--- src/rtl/vote_pkg.sv ---
// Shared constants and state encoding for the seven-voter ballot collector.
package vote_pkg;

  localparam int NUM_VOTERS     = 7;
  localparam int PASS_THRESHOLD = 4;
  localparam int ID_W           = $clog2(NUM_VOTERS + 32'd1);
  localparam int CNT_W          = $clog2(NUM_VOTERS + 32'd1);

  localparam logic [NUM_VOTERS-1:0] ALL_RECEIVED = {NUM_VOTERS{1'b1}};

  typedef enum logic [1:0] {
    ST_IDLE    = 2'd0,
    ST_COLLECT = 2'd1,
    ST_TALLY   = 2'd2,
    ST_DONE    = 2'd3
  } state_t;

endpackage

--- src/rtl/vote_popcount.sv ---
// Combinational population count of the assembled ballot vector.
module vote_popcount
  import vote_pkg::*;
(
  input  logic [NUM_VOTERS-1:0] bits,
  output logic [CNT_W-1:0]      count
);

  // Ripple-add each ballot bit into the running count.
  always_comb begin
    count = {CNT_W{1'b0}};
    for (int i = 0; i < NUM_VOTERS; i++) begin
      count = count + CNT_W'(bits[i]);
    end
  end

endmodule

--- src/rtl/vote_collector.sv ---
// Collects one ballot per voter per session, closes on completion or timeout,
// then publishes the tally with a one-cycle result_valid pulse.
module vote_collector
  import vote_pkg::*;
#(
  parameter int TIMEOUT = 64
) (
  input  logic                  clk,
  input  logic                  rst_n,
  input  logic                  start,
  input  logic                  ballot_valid,
  input  logic [ID_W-1:0]       ballot_id,
  input  logic                  ballot_val,
  output logic                  ballot_ready,
  output logic [NUM_VOTERS-1:0] vote,
  output logic [CNT_W-1:0]      yes_count,
  output logic                  pass,
  output logic                  result_valid,
  output logic                  timed_out,
  output logic                  err
);

  localparam int TMO_W = $clog2(TIMEOUT);
  localparam logic [TMO_W-1:0]      TMO_LAST = TMO_W'(TIMEOUT - 32'd1);
  localparam logic [NUM_VOTERS-1:0] ONE_HOT0 = NUM_VOTERS'(1'b1);

  state_t                  state_r, state_s;
  logic                    ballot_ready_r, result_valid_r, err_r;
  logic [NUM_VOTERS-1:0]   vote_r, received_r, id_mask_s;
  logic [TMO_W-1:0]        tmo_cnt_r;
  logic                    timed_out_r, pass_r;
  logic [CNT_W-1:0]        yes_count_r, popcnt_s;
  logic                    legal_s, dup_s, take_s, accept_s, reject_s;
  logic                    complete_s, timeout_s, opens_s;

  // Decode the ballot id into a one-hot mask; an illegal id yields an empty mask.
  always_comb begin
    id_mask_s = {NUM_VOTERS{1'b0}};
    if (ballot_id < ID_W'(NUM_VOTERS)) begin
      id_mask_s = ONE_HOT0 << ballot_id;
    end else begin
      id_mask_s = {NUM_VOTERS{1'b0}};
    end
  end

  assign legal_s    = |id_mask_s;
  assign dup_s      = |(received_r & id_mask_s);
  assign take_s     = ballot_valid & ballot_ready_r;
  assign accept_s   = take_s & legal_s & ~dup_s;
  assign reject_s   = take_s & ~(legal_s & ~dup_s);
  assign complete_s = accept_s & ((received_r | id_mask_s) == ALL_RECEIVED);
  assign timeout_s  = (tmo_cnt_r == TMO_LAST);
  assign opens_s    = (state_r == ST_IDLE) & start;

  // Next-state logic for the session sequencer.
  always_comb begin
    state_s = state_r;
    case (state_r)
      ST_IDLE: begin
        if (start) state_s = ST_COLLECT;
        else       state_s = ST_IDLE;
      end
      ST_COLLECT: begin
        if (complete_s || timeout_s) state_s = ST_TALLY;
        else                         state_s = ST_COLLECT;
      end
      ST_TALLY: state_s = ST_DONE;
      ST_DONE:  state_s = ST_IDLE;
      default:  state_s = ST_IDLE;
    endcase
  end

  // State register plus the registered handshake and pulse outputs.
  always_ff @(posedge clk or negedge rst_n) begin
    if (!rst_n) begin
      state_r        <= ST_IDLE;
      ballot_ready_r <= 1'b0;
      result_valid_r <= 1'b0;
      err_r          <= 1'b0;
    end else begin
      state_r        <= state_s;
      ballot_ready_r <= (state_s == ST_COLLECT);
      result_valid_r <= (state_r == ST_DONE);
      err_r          <= reject_s;
    end
  end

  // Ballot capture and session timer; the timer parks at its last value.
  always_ff @(posedge clk or negedge rst_n) begin
    if (!rst_n) begin
      vote_r      <= {NUM_VOTERS{1'b0}};
      received_r  <= {NUM_VOTERS{1'b0}};
      tmo_cnt_r   <= {TMO_W{1'b0}};
      timed_out_r <= 1'b0;
    end else if (opens_s) begin
      vote_r      <= {NUM_VOTERS{1'b0}};
      received_r  <= {NUM_VOTERS{1'b0}};
      tmo_cnt_r   <= {TMO_W{1'b0}};
      timed_out_r <= 1'b0;
    end else if (ballot_ready_r) begin
      if (accept_s) begin
        vote_r     <= (vote_r & ~id_mask_s) | (ballot_val ? id_mask_s : {NUM_VOTERS{1'b0}});
        received_r <= received_r | id_mask_s;
      end
      if (!timeout_s) begin
        tmo_cnt_r <= tmo_cnt_r + TMO_W'(1'b1);
      end
      // A ballot completing the set on the timeout edge wins over the timeout.
      if (timeout_s && !complete_s) begin
        timed_out_r <= 1'b1;
      end
    end
  end

  vote_popcount u_popcount (
    .bits  (vote_r),
    .count (popcnt_s)
  );

  // Tally registers, loaded while leaving TALLY and held until the next session.
  always_ff @(posedge clk or negedge rst_n) begin
    if (!rst_n) begin
      yes_count_r <= {CNT_W{1'b0}};
      pass_r      <= 1'b0;
    end else if (opens_s) begin
      yes_count_r <= {CNT_W{1'b0}};
      pass_r      <= 1'b0;
    end else if (state_r == ST_TALLY) begin
      yes_count_r <= popcnt_s;
      pass_r      <= (popcnt_s >= CNT_W'(PASS_THRESHOLD));
    end
  end

  assign ballot_ready = ballot_ready_r;
  assign vote         = vote_r;
  assign yes_count    = yes_count_r;
  assign pass         = pass_r;
  assign result_valid = result_valid_r;
  assign timed_out    = timed_out_r;
  assign err          = err_r;

endmodule

--- config.mk ---
export PLATFORM = sky130hd
export DESIGN_NAME = vote_collector
export DESIGN_NICKNAME = d
export VERILOG_FILES = /design/src/rtl/vote_pkg.sv /design/src/rtl/vote_popcount.sv /design/src/rtl/vote_collector.sv
export SDC_FILE = /design/constraint.sdc
export NUM_CORES = 1
export LEC_CHECK = 0
export CAP_MARGIN = 20
export CORE_UTILIZATION = 53
export CTS_CLUSTER_DIAMETER = 100
export DETAILED_ROUTE_END_ITERATION = 12
export GPL_ROUTABILITY_DRIVEN = 0
export GPL_TIMING_DRIVEN = 0
export HOLD_SLACK_MARGIN = 0.12
export PLACE_DENSITY = 0.78
export SETUP_SLACK_MARGIN = 0.05
export SLEW_MARGIN = 20
export SYNTH_ARGS = -nofsm -noshare
export SYNTH_HDL_FRONTEND = slang
export SYNTH_SLANG_ARGS = --single-unit
--- constraint.sdc ---
create_clock -name clk -period 3.4 [get_ports clk]
set_input_delay 0.34 -clock clk [delete_from_list [all_inputs] [get_ports clk]]
set_output_delay 0.34 -clock clk [all_outputs]
set_load 0.02 [all_outputs]
# Word-level counts from Yosys, hierarchy flattened
# Index checks and enable logic that the tools add are counted.
[word_totals] ff_bits=30 out_inout_bits=15 input_bits=8
[op_classes] bitwise_logic=14 eq_ne=7 n_addsub=7 n_reduce_logical=13 order_cmp=2 mux=21 shift=1
[ops] cell="7-bit 2-to-1 mux" count=8
[ops] cell="6-bit 2-to-1 mux" count=3
[ops] cell="3-bit by 1-bit adder with 3-bit output" count=5
[ops] cell="7-bit bitwise AND" count=2
[ops] cell="7-bit bitwise OR" count=2
[ops] cell="7-bit OR reduction" count=2
[ops] cell="2-bit case mux with 4 select lines" count=1
[ops] cell="2-bit nonzero test" count=4
[ops] cell="1-bit bitwise AND" count=7
[ops] cell="7-bit == test, second input constant" count=1
[ops] cell="7-bit inverter" count=1
[ops] cell="1-bit by 3-bit << shifter with 7-bit output, first input constant" count=1
[ops] cell="6-bit by 1-bit adder with 6-bit output, second input constant" count=1
[ops] cell="6-bit == test, second input constant" count=1
[ops] cell="1-bit 2-to-1 mux" count=6
[ops] cell="3-bit 2-to-1 mux" count=2
[ops] cell="2-bit AND reduction" count=3
[ops] cell="2-bit by 1-bit == test with 1-bit output, second input constant" count=2
[ops] cell="2-bit == test, second input constant" count=2
[ops] cell="3-bit greater-or-equal comparator, second input constant" count=1
[ops] cell="3-bit < comparator, second input constant" count=1
[ops] cell="1-bit by 1-bit adder with 2-bit output" count=1
[ops] cell="2-bit logical NOT" count=1
[ops] cell="2-bit 2-to-1 mux" count=1
[ops] cell="other kinds (5)" count=6

# Depth between registers and ports, before layout
[logic_depth] depth_word=12 mapped_depth=10 depth_no_buf=10

# By module
# A second synthesis with hierarchy kept.
[hier_totals] hier_cells=162 area_unflattened_um2=1686.6
[modules_own_cells] module="vote_collector" seq_area_each_um2=725.7 area_each_um2=1576.5 instances=1 cells_each=150
[modules_own_cells] module="vote_popcount" seq_area_each_um2=0.0 area_each_um2=110.1 instances=1 cells_each=12

# Worst setup path before layout
# Ideal clock, no wire load.
[synth_path] path_type="register to register" startpoint="register vote_r[0], in the netlist vote[0]" endpoint="register pass_r, in the netlist pass" setup_ns=0.083 stages_incl_launch_ff=11 n_path_buf=0 synth_period_minus_slack_ns=2.613 setup_slack_ns=0.787 arrival_time_ns=2.531 path_cell_list="dfrtp_1 > ha_1 > inv_1 > fa_1 > fa_1 > inv_1 > ha_1 > inv_1 > fa_1 > xor2_1 > o21ai_0"
[synth_via] elab_chain_cells=9
[synth_rtl] element="start, declared" line_no="vote_collector.sv:29" source="logic [NUM_VOTERS-1:0] vote_r, received_r, id_mask_s;"
[synth_rtl] element="start signal, assigned" line_no="vote_collector.sv:91" source="vote_r <= {NUM_VOTERS{1'b0}};"
[synth_rtl] element="start signal, assigned" line_no="vote_collector.sv:96" source="vote_r <= {NUM_VOTERS{1'b0}};"
[synth_rtl] element="start signal, assigned" line_no="vote_collector.sv:102" source="vote_r <= (vote_r & ~id_mask_s) | (ballot_val ? id_mask_s : {NUM_VOTERS{1'b0}});"
[synth_rtl] element="1-bit by 1-bit adder with 2-bit output" line_no="vote_popcount.sv:13" source="count = count + CNT_W'(bits[i]);"
[synth_rtl] element="3-bit by 1-bit adder with 3-bit output (5 in series)" line_no="vote_popcount.sv:13"
[synth_rtl] element="3-bit greater-or-equal comparator" line_no="vote_collector.sv:130" source="pass_r <= (popcnt_s >= CNT_W'(PASS_THRESHOLD));"
[synth_rtl] element="1-bit 2-to-1 mux" line_no="vote_collector.sv:128" source="end else if (state_r == ST_TALLY) begin"
[synth_rtl] element="1-bit 2-to-1 mux" line_no="vote_collector.sv:125" source="end else if (opens_s) begin"
[synth_rtl] element="end signal, assigned" line_no="vote_collector.sv:130"
[synth_rtl] element="end, declared" line_no="vote_collector.sv:31" source="logic timed_out_r, pass_r;"
# Every way passes these cells. The select of a mux whose other input is x is not followed.
# A chain may end at the register's enable or synchronous reset.

# Worst setup path after layout
# Ends and elaborated chain as after synthesis.

==> flow_summary.json <==
{
  "cp-endpoint": "pass$_DFFE_PN0P_",
  "synth-main-ff-cell": "dfrtp_1",
  "ys_seq_area_share_pct": 45.45,
  "syn_nets": 173,
  "routed_via_density": 5.658,
  "h-tree-depth": 2,
  "num_rows": 19,
  "antenna_found_initial": 0,
  "antennaDiodeCount": 0,
  "io_buffers": 21,
  "power-per-cell-area_nw_per_um2": 772.5,
  "async_flop_share_pct": 100.0,
  "clock_skew_ns": 0.001971,
  "rsz0062_at_grt": "no",
  "dpl.hpwl_um": 2443,
  "start_util_pct": 56.91,
  "fin_util_pct": 67.80,
  "crit_chain": "ha_1 > inv_1 > fa_1 > fa_1 > inv_1 > ha_1 > inv_1 > fa_1 > xor2_1 > o21ai_0",
  "tightest_slew_ns": 0.6422,
  "core_sq_um": 2805,
  "cp-startpoint": "vote[0]$_DFFE_PN0P_",
  "cp.required_ns": 3.64,
  "drv_cap": 0,
  "cts.sinks": 29,
  "hold_viol": 0,
  "nets": 202,
  "cts_tree": "done",
  "crit_path_end_kind": "register",
  "hold_buffers": 1,
  "clk_pin_slew_ns": 0.09,
  "grt_use_met1_pct": 29.86,
  "r2r-start": "vote[0]$_DFFE_PN0P_",
  "setup_ws_ns": 0.7314,
  "grt_max_degree": 30,
  "syn_area_sq_um": 1597,
  "period_share_pct": 78.49,
  "fmax_mhz": 374.7,
  "post-cts-setup-buffers": 0,
  "die_y_um": 56.89,
  "die_area_sq_um": 3236,
  "grt_pass1_wl_um": 5706,
  "p_leak_nw": 0.9090,
  "grt.met3_usage_pct": 5.069,
  "ir_drop_mv": 0.4308,
  "antenna_left": 0,
  "cts-resized-gates": 0,
  "drv_slew": 0,
  "cp_max_fo": 3,
  "cts-root-buf": "clkbuf_4",
  "yosys.area.top_type": "dfrtp_1",
  "die_w_um": 56.89,
  "crit_type": "register to register",
  "clock_path_buffers": 2,
  "drc": 4,
  "drtPass1Iterations": 8,
  "final.setup.tns_ns": 0,
  "synth_area_leaders": "dfrtp_1 (45%), mux2i_1 (5.6%), inv_1 (4.2%)",
  "track_usage_pct": 23.49,
  "r2r_end": "pass$_DFFE_PN0P_",
  "violations": "design-rule violations",
  "max_slew_margin_pct": 57.19,
  "drt-wirelength-per-cell_um": 14.94,
  "reg2reg_slack_ns": 0.73,
  "critPathArrivalTime_ns": 2.91,
  "synth_edf_count": 0,
  "yosysWarnings": 0,
  "fin_crit_ns": 2.669,
  "grt.busiest_layer": "met2",
  "start_kind": "register",
  "hold_class": "primary input to register",
  "drive_gt1_share_pct": 9.574,
  "synth_top_area_share_pct": 45.45,
  "cts_buffers": 5,
  "vias": 1239,
  "clk_latency_ns": 0.32,
  "layout_commonest_cell": "dfrtp_1",
  "synth-seq-cells": 29,
  "rr_worst_depth": 10,
  "overflow": 0,
  "grt_pass1_vias": 1279,
  "avgSynthCellArea_sq_um": 10.10,
  "drt-initial-drc-count": 74,
  "dpl_worst_slack_ns": 0.7515,
  "ys_types": 39,
  "setup_violations": 0,
  "max_stage_delay_ns": 0.49,
  "use_met2_pct": 38.32,
  "ioPinCount": 23,
  "final_cell_mix": "dfrtp_1 (29), clkdlybuf4s50_1 (20), inv_1 (18), nor2_1 (18), nand2_1 (10)",
  "syn2layout_area_growth_pct": 19.12,
  "status": "complete, but fails checks",
  "synth_cells": 158,
  "cp_slowest_cell": "fa_1",
  "wirelength_um": 3271
}
==> worst max-delay path, delay by kind of cell (launching register included) <==
kind	cells	cell delay, ns
compound gates	1	0.16
xor+xnor	1	0.17
fa+ha+maj	5	1.69
buf+inv	3	0.15
flops	1	0.41
==> metrics by stage <==
| stage | total power, mW | area [sq um] | hold slack [ns] | instances |
|---|---|---|---|---|
| finish | 1.469 | 1902 | 0.4543 | 219 |
| global route | 1.620 | 1902 | 0.4996 | 219 |
| CTS | 1.483 | 1902 | 0.4488 | 219 |
| detailed placement | 1.276 | 1841 | 0.3969 | 210 |
| global placement | 1.234 | 1846 | 0.4628 | 210 |
| floorplan | 1.041 | 1597 | 0.04441 | 158 |
==> per-layer routing <==
metal | vias up | part of all wire [%]
li1 | 599 | -
met3 | 6 | 3.7
met5 | - | 0
met2 | 32 | 48
met4 | 0 | 1.3
met1 | 602 | 47
==> cells by family after synthesis <==
group	count (synthesis)	synth area share [%]
xor+xnor	6	3.292
mux	10	6.583
flops	29	45.45
simple gates	55	19.12
fa+ha+maj	7	6.897
buf+inv	25	6.740
compound gates	26	11.91
==> cell usage after synthesis, types with 3 or more instances <==
cell type  number
nand4_1         4
clkbuf_1        3
inv_1          18
nand4b_1        3
mux2i_1         9
a21oi_1         6
nor2_1         18
nand3_1         6
ha_1            4
o21ai_0         6
nand2_1        10
dfrtp_1        29
o31ai_1         3
xor2_1          4
fa_1            3
==> area by class of cell <==
class,count,area (sq um)
inverters,18,67.56
fillers,243,903.4
clock inverters,2,10.01
clock buffers,6,41.29
repair buffers,22,215.2
well taps,31,38.79
multi-input cells,104,763.2
flip-flops and latches,29,725.7
plain buffers,7,40.04
==> report_power, final <==
group | internal (mW) | switching (mW) | total [mW]
registers | 0.475 | 0.132 | 0.606
clock network | 0.0786 | 0.120 | 0.199
logic | 0.307 | 0.357 | 0.664
==> worst min-delay path by stage <==
stage                                 to                     start  slack [ns]  depth (start not counted)
2_1_floorplan     ballot_ready$_DFF_PN0_                     rst_n        0.04                          0
3_3_place_gp    yes_count[0]$_DFFE_PN0P_  yes_count[0]$_DFFE_PN0P_        0.46                          2
3_5_place_dp    tmo_cnt_r[3]$_DFFE_PN0P_                     rst_n        0.40                          1
4_1_cts        received_r[0]$_DFFE_PN0P_              ballot_id[0]        0.45                          4
5_1_grt        received_r[0]$_DFFE_PN0P_              ballot_id[0]        0.50                          4
6_report       received_r[0]$_DFFE_PN0P_              ballot_id[0]        0.45                          4
==> registers in the layout, summed over array words and instances, names as in the netlist <==
name and count:
timed_out 1, state_r 2, err 1, received_r 7, result_valid 1, yes_count 2, vote 7, ballot_ready 1
tmo_cnt_r 6, pass 1
Note: power is estimated with default switching activity, not from simulation.
